<file path="config.mk">
export PLATFORM = sky130hd
export DESIGN_NAME = bcd_display_scanner
export DESIGN_NICKNAME = d
export VERILOG_FILES = /design/src/rtl/bcd_display_pkg.sv /design/src/rtl/bcd_display_scanner_bcd_to_7seg.sv /design/src/rtl/bcd_display_scanner.sv
export SDC_FILE = /design/constraint.sdc
export NUM_CORES = 1
export LEC_CHECK = 0
export ABC_CLOCK_PERIOD_IN_PS = 3650
export CAP_MARGIN = 25
export CORE_ASPECT_RATIO = 0.6
export CORE_MARGIN = 2
export CORE_UTILIZATION = 60
export CTS_CLUSTER_DIAMETER = 50
export DETAILED_ROUTE_END_ITERATION = 16
export DONT_BUFFER_PORTS = 1
export HOLD_SLACK_MARGIN = 0.02
export MAX_ROUTING_LAYER = met4
export PLACE_DENSITY = 0.76
export SLEW_MARGIN = 10
export SYNTH_ARGS = -nofsm -noshare
export SYNTH_HDL_FRONTEND = slang
export SYNTH_SLANG_ARGS = --single-unit
</file>
<file path="constraint.sdc">
create_clock -name clk -period 3.65 [get_ports clk]
set_input_delay 0.365 -clock clk [delete_from_list [all_inputs] [get_ports clk]]
set_output_delay 0.365 -clock clk [all_outputs]
set_load 0.01 [all_outputs]
</file>
<file path="src/rtl/bcd_display_pkg.sv">
// Shared types and constants for the BCD display scanner.
// Contents: the scan FSM state enum and the active-low segment patterns.
// Bit order of every pattern is {g,f,e,d,c,b,a}.
package bcd_display_pkg;

  typedef enum logic [1:0] {
    IDLE     = 2'd0,
    ONES     = 2'd1,
    TENS     = 2'd2,
    HUNDREDS = 2'd3
  } state_t;

  localparam logic [6:0] SEG_0    = 7'b1000000;
  localparam logic [6:0] SEG_1    = 7'b1111001;
  localparam logic [6:0] SEG_2    = 7'b0100100;
  localparam logic [6:0] SEG_3    = 7'b0110000;
  localparam logic [6:0] SEG_4    = 7'b0011001;
  localparam logic [6:0] SEG_5    = 7'b0010010;
  localparam logic [6:0] SEG_6    = 7'b0000010;
  localparam logic [6:0] SEG_7    = 7'b1111000;
  localparam logic [6:0] SEG_8    = 7'b0000000;
  localparam logic [6:0] SEG_9    = 7'b0010000;
  localparam logic [6:0] SEG_DASH = 7'b0111111;
  localparam logic [6:0] SEG_OFF  = 7'b1111111;

endpackage

</file>
<file path="src/rtl/bcd_display_scanner_bcd_to_7seg.sv">
// Combinational BCD to 7-segment decoder, active-low outputs.
// Ports: digit (4-bit BCD in), seg (7-bit {g,f,e,d,c,b,a}, active low).
// Codes 4'hA..4'hF produce a dash so a corrupt digit is visible on the panel.
module bcd_to_7seg
  import bcd_display_pkg::*;
(
  input  logic [3:0] digit,
  output logic [6:0] seg
);

  always_comb begin
    seg = SEG_DASH;
    case (digit)
      4'd0:    seg = SEG_0;
      4'd1:    seg = SEG_1;
      4'd2:    seg = SEG_2;
      4'd3:    seg = SEG_3;
      4'd4:    seg = SEG_4;
      4'd5:    seg = SEG_5;
      4'd6:    seg = SEG_6;
      4'd7:    seg = SEG_7;
      4'd8:    seg = SEG_8;
      4'd9:    seg = SEG_9;
      default: seg = SEG_DASH;
    endcase
  end

endmodule

</file>
<file path="src/rtl/bcd_display_scanner.sv">
// Multiplexed three-digit 7-segment scanner for a cascaded BCD counter.
// Ports:
//   clk, reset   - single clock, synchronous active-high reset
//   enable       - 1 scans the display, 0 blanks it and idles
//   ones/tens/hundreds - BCD digits, snapshotted at the start of each frame
//   blank_lz     - 1 blanks leading zeros (hundreds, then tens)
//   seg          - active-low segments {g,f,e,d,c,b,a}, registered
//   an           - active-low digit enables {hundreds,tens,ones}, registered
//   frame_done   - one-cycle pulse after each completed three-digit frame
// Each digit is shown for SCAN_DIV cycles, order ONES -> TENS -> HUNDREDS.
module bcd_display_scanner
  import bcd_display_pkg::*;
#(
  parameter int SCAN_DIV = 1000
) (
  input  logic       clk,
  input  logic       reset,
  input  logic       enable,
  input  logic [3:0] ones,
  input  logic [3:0] tens,
  input  logic [3:0] hundreds,
  input  logic       blank_lz,
  output logic [6:0] seg,
  output logic [2:0] an,
  output logic       frame_done
);

  localparam int PW = $clog2(SCAN_DIV);

  state_t        state, nstate;
  logic [PW-1:0] presc;
  logic [3:0]    snap_o, snap_t, snap_h;
  logic [3:0]    nxt_o, nxt_t, nxt_h;
  logic [3:0]    sel_digit;
  logic [6:0]    dec_seg;
  logic [2:0]    an_nxt;
  logic          last, load, wrap, blank;

  assign last = (presc == PW'(SCAN_DIV - 1));

  // Next-state decode. Outputs are registered on the same edge as the
  // state, so the digit shown next is selected from the next state and the
  // snapshot as it will be after this edge (fresh inputs on a reload).
  always_comb begin
    nstate = state;
    load   = 1'b0;
    wrap   = 1'b0;
    if (!enable) begin
      nstate = IDLE;
    end else begin
      case (state)
        IDLE:     begin nstate = ONES; load = 1'b1; end
        ONES:     if (last) nstate = TENS;
        TENS:     if (last) nstate = HUNDREDS;
        HUNDREDS: if (last) begin nstate = ONES; load = 1'b1; wrap = 1'b1; end
        default:  nstate = IDLE;
      endcase
    end

    nxt_o = load ? ones     : snap_o;
    nxt_t = load ? tens     : snap_t;
    nxt_h = load ? hundreds : snap_h;

    sel_digit = 4'd0;
    an_nxt    = 3'b111;
    case (nstate)
      ONES:     begin sel_digit = nxt_o; an_nxt = 3'b110; end
      TENS:     begin sel_digit = nxt_t; an_nxt = 3'b101; end
      HUNDREDS: begin sel_digit = nxt_h; an_nxt = 3'b011; end
      default:  begin sel_digit = 4'd0;  an_nxt = 3'b111; end
    endcase

    // Only a zero is ever blanked, so an invalid code always shows its dash.
    blank = blank_lz && (nxt_h == 4'd0) &&
            ((nstate == HUNDREDS) || (nstate == TENS && nxt_t == 4'd0));
  end

  bcd_to_7seg u_dec (
    .digit (sel_digit),
    .seg   (dec_seg)
  );

  always_ff @(posedge clk) begin
    if (reset) begin
      state      <= IDLE;
      presc      <= '0;
      snap_o     <= 4'd0;
      snap_t     <= 4'd0;
      snap_h     <= 4'd0;
      an         <= 3'b111;
      seg        <= SEG_OFF;
      frame_done <= 1'b0;
    end else begin
      state <= nstate;
      // Any state change (advance, start, drop to idle) restarts the count.
      presc <= (nstate == state && nstate != IDLE) ? presc + PW'(1) : '0;
      if (load) begin
        snap_o <= ones;
        snap_t <= tens;
        snap_h <= hundreds;
      end
      an         <= an_nxt;
      seg        <= (nstate == IDLE || blank) ? SEG_OFF : dec_seg;
      frame_done <= wrap;
    end
  end

endmodule

</file>
After elaboration in Yosys (flattened, before gate mapping):

Memory sizes are Yosys's and may differ from the RTL's. A register that Yosys moved wholly into a read port is not among the register bits.
Index checks and enable logic that the tools add are counted.

* register bits after elaboration: 28
* memory bits (read-only): 112
* bits of input ports: 16
* logic and storage cells: 47
* memories: 1

Memory list
* (name not given): words 16, bits a word 7, read ports 1, clocked after memory_dff 1, write ports 0, RTL line bcd_display_scanner_bcd_to_7seg.sv:13 `case (digit)`

* $add $sub $neg: 1
* eq/ne operators: 8
* muxes and demuxes: 13
* bitwise operators: 3
* reduce and logical (&&, ||, !) cells: 14

Operators with widths (number)
* 4-bit 2-to-1 mux: 3
* 4-bit one-hot mux with 3 select lines: 1
* 10-bit by 1-bit adder with 10-bit output (second input constant): 1
* 10-bit == test (second input constant): 1
* 3-bit one-hot mux with 3 select lines: 1
* 2-bit == test (second input constant): 4
* 4-bit logical NOT: 2
* 2-bit 2-to-1 mux: 4
* 2-bit one-hot mux with 4 select lines: 1
* 2-bit by 1-bit == test with 1-bit output (second input constant): 2
* 1-bit logical AND: 4
* 2-bit logical NOT: 2
* 2-bit OR reduction: 2
* 1-bit inverter: 3
* 3-bit OR reduction: 1
* 2-bit == test: 1
* 1-bit logical OR: 2
* 1-bit 2-to-1 mux: 2
* 1-bit one-hot mux with 2 select lines: 1
* 2-bit nonzero test: 1

Longest topological paths before layout:

* depth after elaboration: 11
* mapped depth: 12
* mapped depth without buffers: 11

Hierarchy:

From an unflattened synthesis, not the netlist that was laid out.

* cells, all modules: 227
* area, all modules: 1964.4 sq um

By module, submodules not included
* bcd_display_scanner: times used 1, cells each 196, area an instance 1724.2 sq um
* bcd_to_7seg: times used 1, cells each 31, area an instance 240.2 sq um

Least setup slack after synthesis:

No wires, ideal clock.

* path kind: register -> register
* start: register state[1]
* end: register seg[1]
* library setup time: 0.056 ns
* arrival time: 2.769 ns
* setup slack: 0.825 ns
* stages on the path, launching flop included: 12
* path buffers: 1
* period minus slack after synthesis: 2.825 ns
* cells stage by stage: dfxtp_1 inv_1 ha_1 nor2b_1 and2_1 nor2_2 buf_2 mux4_2 a21oi_1 ha_1 o21ai_0 a21bo_2

* cells in the longest elaborated chain, start to end: 10

Ends and longest elaborated chain
* start, declared: RTL line bcd_display_scanner.sv:30 `state_t state, nstate;`
* start signal, assigned: RTL line bcd_display_scanner.sv:94 `state <= nstate;`
* 2-bit == test or 2-bit logical NOT (tied branches): RTL line bcd_display_scanner.sv:51 `case (state)`
* 1-bit one-hot mux with 2 select lines: RTL line bcd_display_scanner.sv:51
* 1-bit 2-to-1 mux: RTL line bcd_display_scanner.sv:48 `if (!enable) begin`
* 4-bit 2-to-1 mux
* 4-bit logical NOT: RTL line bcd_display_scanner.sv:75 `((nstate == HUNDREDS) || (nstate == TENS && nxt_t == 4'd0));`
* 1-bit logical AND: RTL line bcd_display_scanner.sv:75
* 1-bit logical OR: RTL line bcd_display_scanner.sv:75
* 1-bit logical AND: RTL line bcd_display_scanner.sv:74 `blank = blank_lz && (nxt_h == 4'd0) &&`
* 1-bit logical OR: RTL line bcd_display_scanner.sv:103 `seg <= (nstate == IDLE || blank) ? SEG_OFF : dec_seg;`
* 2-bit OR reduction (no source line)
* end, declared: RTL line bcd_display_scanner.sv:23 `output logic [6:0] seg,`

Several ways; a longest one is shown, not always the timed one.
A chain may end at the register's enable or synchronous reset.

Final worst setup path:

* start: register state[1]
* end: register seg[3]

The elaborated chain is that of the path after synthesis.

==> out/qor.csv <==
metric,value,unit
status,finished clean,
post-synthesis adder-cell area fraction,6.72,%
vias in the first global route,1325,
setup_tns,0,ns
antenna violations before repair,0,
max-cap viol count,0,
crit path kind,reg2reg,
"commonest non-fill, non-tap cell in the layout",dfxtp_1,
Post-DP HPWL,2.99,mm
IO buf count,0,
antenna violation net count after detailed routing,0,
Routability Congestion,0.928,
first-pass GRT wire length,6.44,mm
final total power,0.000756,W
CTS tree,done,
post-synthesis mux area share,11.0,%
sequential fraction of the synthesis area,37.6,%
pin count of the biggest net entering global routing,19,
Inst Count DP,236,
clk_skew,0.00661,ns
syn nets,224,
Root Driver,clkbuf_8,
TritonCTS Buffers,5,
crit end category,register,
final core occ,68.3,%
Tmin final,3.25,ns
"Avg Cell Area, Syn",9.41,sq um
Synth-to-Final Area Change,6.58,%
hold_ws,0.144,ns
cell-by-cell trace of the critical path,inv_1 > ha_1 > nand3b_1 > nor4_4 > nor2_4 > mux4_2 > a21oi_1 > inv_1 > ha_1 > mux2i_1 > a2bb2oi_1,
width of the die,75.9,um
"Buf+Inv Stages, Crit Path",2,
share of the synthesized area in the top cell type,37.6,%
clk_lat worst skew,0.28,ns
compound-gate portion of the synthesized area,15.6,%
P per Cell Area,381,mW/mm^2
Final Max Slew Viols,0,
postcts setup bufs,0,
die area,0.00358,sq mm
Post-synth ARST share,0,%
Final Hold Vio Count,0,
largest fanout on the critical path,13,
Post-synth EDFFs,0,
synthesis-stage register bit count,35,
# diodes,0,
NumNets Final,227,
critical path required time,3.81,ns
FP Rows,15,
Arrival @ worst endpoint,3.41,ns
routed vias,1482,
Via density,6.07,
area share of xor/xnor cells in the synthesized design,3.76,%
Worst Max-Slew Pin Slew,0.882,ns
drt drc,0,
max incr delay on CP,0.47,ns
Die Y,47.2,um
share of cells above drive strength 1,12.9,%
total core area,0.00291,sq mm
CP startpoint kind,register,
Synth Area in Simple Gates,22.6,%
Clock Pin Slew Worst Setup and Hold Paths,0.06,ns
H-Tree Depth,2,
post-synthesis instance total,198,
"delay-heaviest family, CP",simple AND/OR/NAND/NOR gates,
Lkg Pwr,0.718,nW
ranking of synthesized cells by area,"dfxtp_1 38%, ha_1 6.7%, nand2_1 5.4%",
VDD IR max,214,uV
most frequent cells in the layout,"35 x dfxtp_1, 27 x nand2_1, 19 x a21oi_1",
Rel. slew slack,40.7,%
yosys warns,0,
Avg WL per Cell,16.2,um
RSZ-0062 raised after global routing,no,
Mapped Area,0.00186,sq mm
drt total wl,3.95,mm
Synth Flop Type,dfxtp_1,
f_max,0.308,GHz
Iteration-0 DRC Markers,153,
num ports,27,
Overflow after GRT,0,
slowest library cell on the worst path,mux4_2,
gr usage total,24.9,%
Finished Layout Cells,244,
Hold WC Path Type,in2reg,
combinational family with the most area after synthesis,simple AND/OR/NAND/NOR gates,
CTS Sinks,35,
period utilization,89.1,%
Longest Clk Path Bufs,2,
"Setup violations, final",0,
"area leader, netlist",dfxtp_1,
Netlist cell types,46,
Starting Density,64.0,%
Detailed Routing Iterations Pass 1,4,
## state kept, by name (all words and copies together) (netlist names)
name and cells:
state 2, snap_t 4, seg 7, an 3
frame_done 1, presc 10, snap_h 4, snap_o 4
## metal layers
layer  up-vias  track usage [%]  routed length [um]
met3         2             8.85                 404
met4         0             8.00                   5
met1       685             34.6                1960
li1        720                -                   -
met5         -                -                   0
met2        75             33.2                1570
## timing repair
item                                    4_1_cts  5_1_grt
hold buffers                                  0        0
endpoints found under the setup margin        0        1
resized for setup                             0        1
## cell usage after synthesis (4+ instances only)
cell type and count:
ha_1 10, xor2_1 5, nor4_1 4, dfxtp_1 35
nor2_1 15, nand2_1 27, inv_1 6, a21oi_1 19
nand3_1 11, o21ai_0 7
## through the flow
step,area (sq um),setup WS [ns]
2_1_floorplan,1860,0.825
3_3_place_gp,1900,0.514
3_5_place_dp,1900,0.301
4_1_cts,1980,0.280
5_1_grt,1990,0.156
6_report,1990,0.400
## worst register-to-register path, cell delays in order (launching register included)
cell and delay, ns:
dfxtp_1 0.41, inv_1 0.12, ha_1 0.31, nand3b_1 0.24
nor4_4 0.37, nor2_4 0.15, mux4_2 0.47, a21oi_1 0.37
inv_1 0.15, ha_1 0.20, mux2i_1 0.23, a2bb2oi_1 0.12
## kinds of logic after synthesis
kind of cell,count (synthesis)
XOR/XNOR,8
AND/OR/NAND/NOR,78
buffers and inverters,12
flip-flops,35
adder cells (fa/ha/maj),10
AO/OA/AOI/OAI,42
multiplexers,13
## where the power goes
part	internal, W	total (W)	leakage [nW]	switching, W
logic	0.0000379	0.0000864	0.390	0.0000485
registers	0.000397	0.000407	0.286	0.0000106
clock network	0.000134	0.000262	0.0422	0.000129
## final timing paths
check	slack [ns]	cells after the start	endpoint	start
worst min register to register	0.47	2	snap_t[3]	snap_t[3]
worst min-delay path	0.14	1	snap_t[3]	reset
worst max register to register	0.40	11	seg[3]	state[1]
worst max-delay path	0.40	11	seg[3]	state[1]
## layout make-up
class	count	area, sq um
fill	239	923
clock inverter	1	5.00
clock buffer	7	76.3
sequential	35	701
tap	42	52.6
multi-input combinational	151	1120
timing repair buffer	1	7.51
inverter	7	26.3
(Power assumes the default switching activity.)
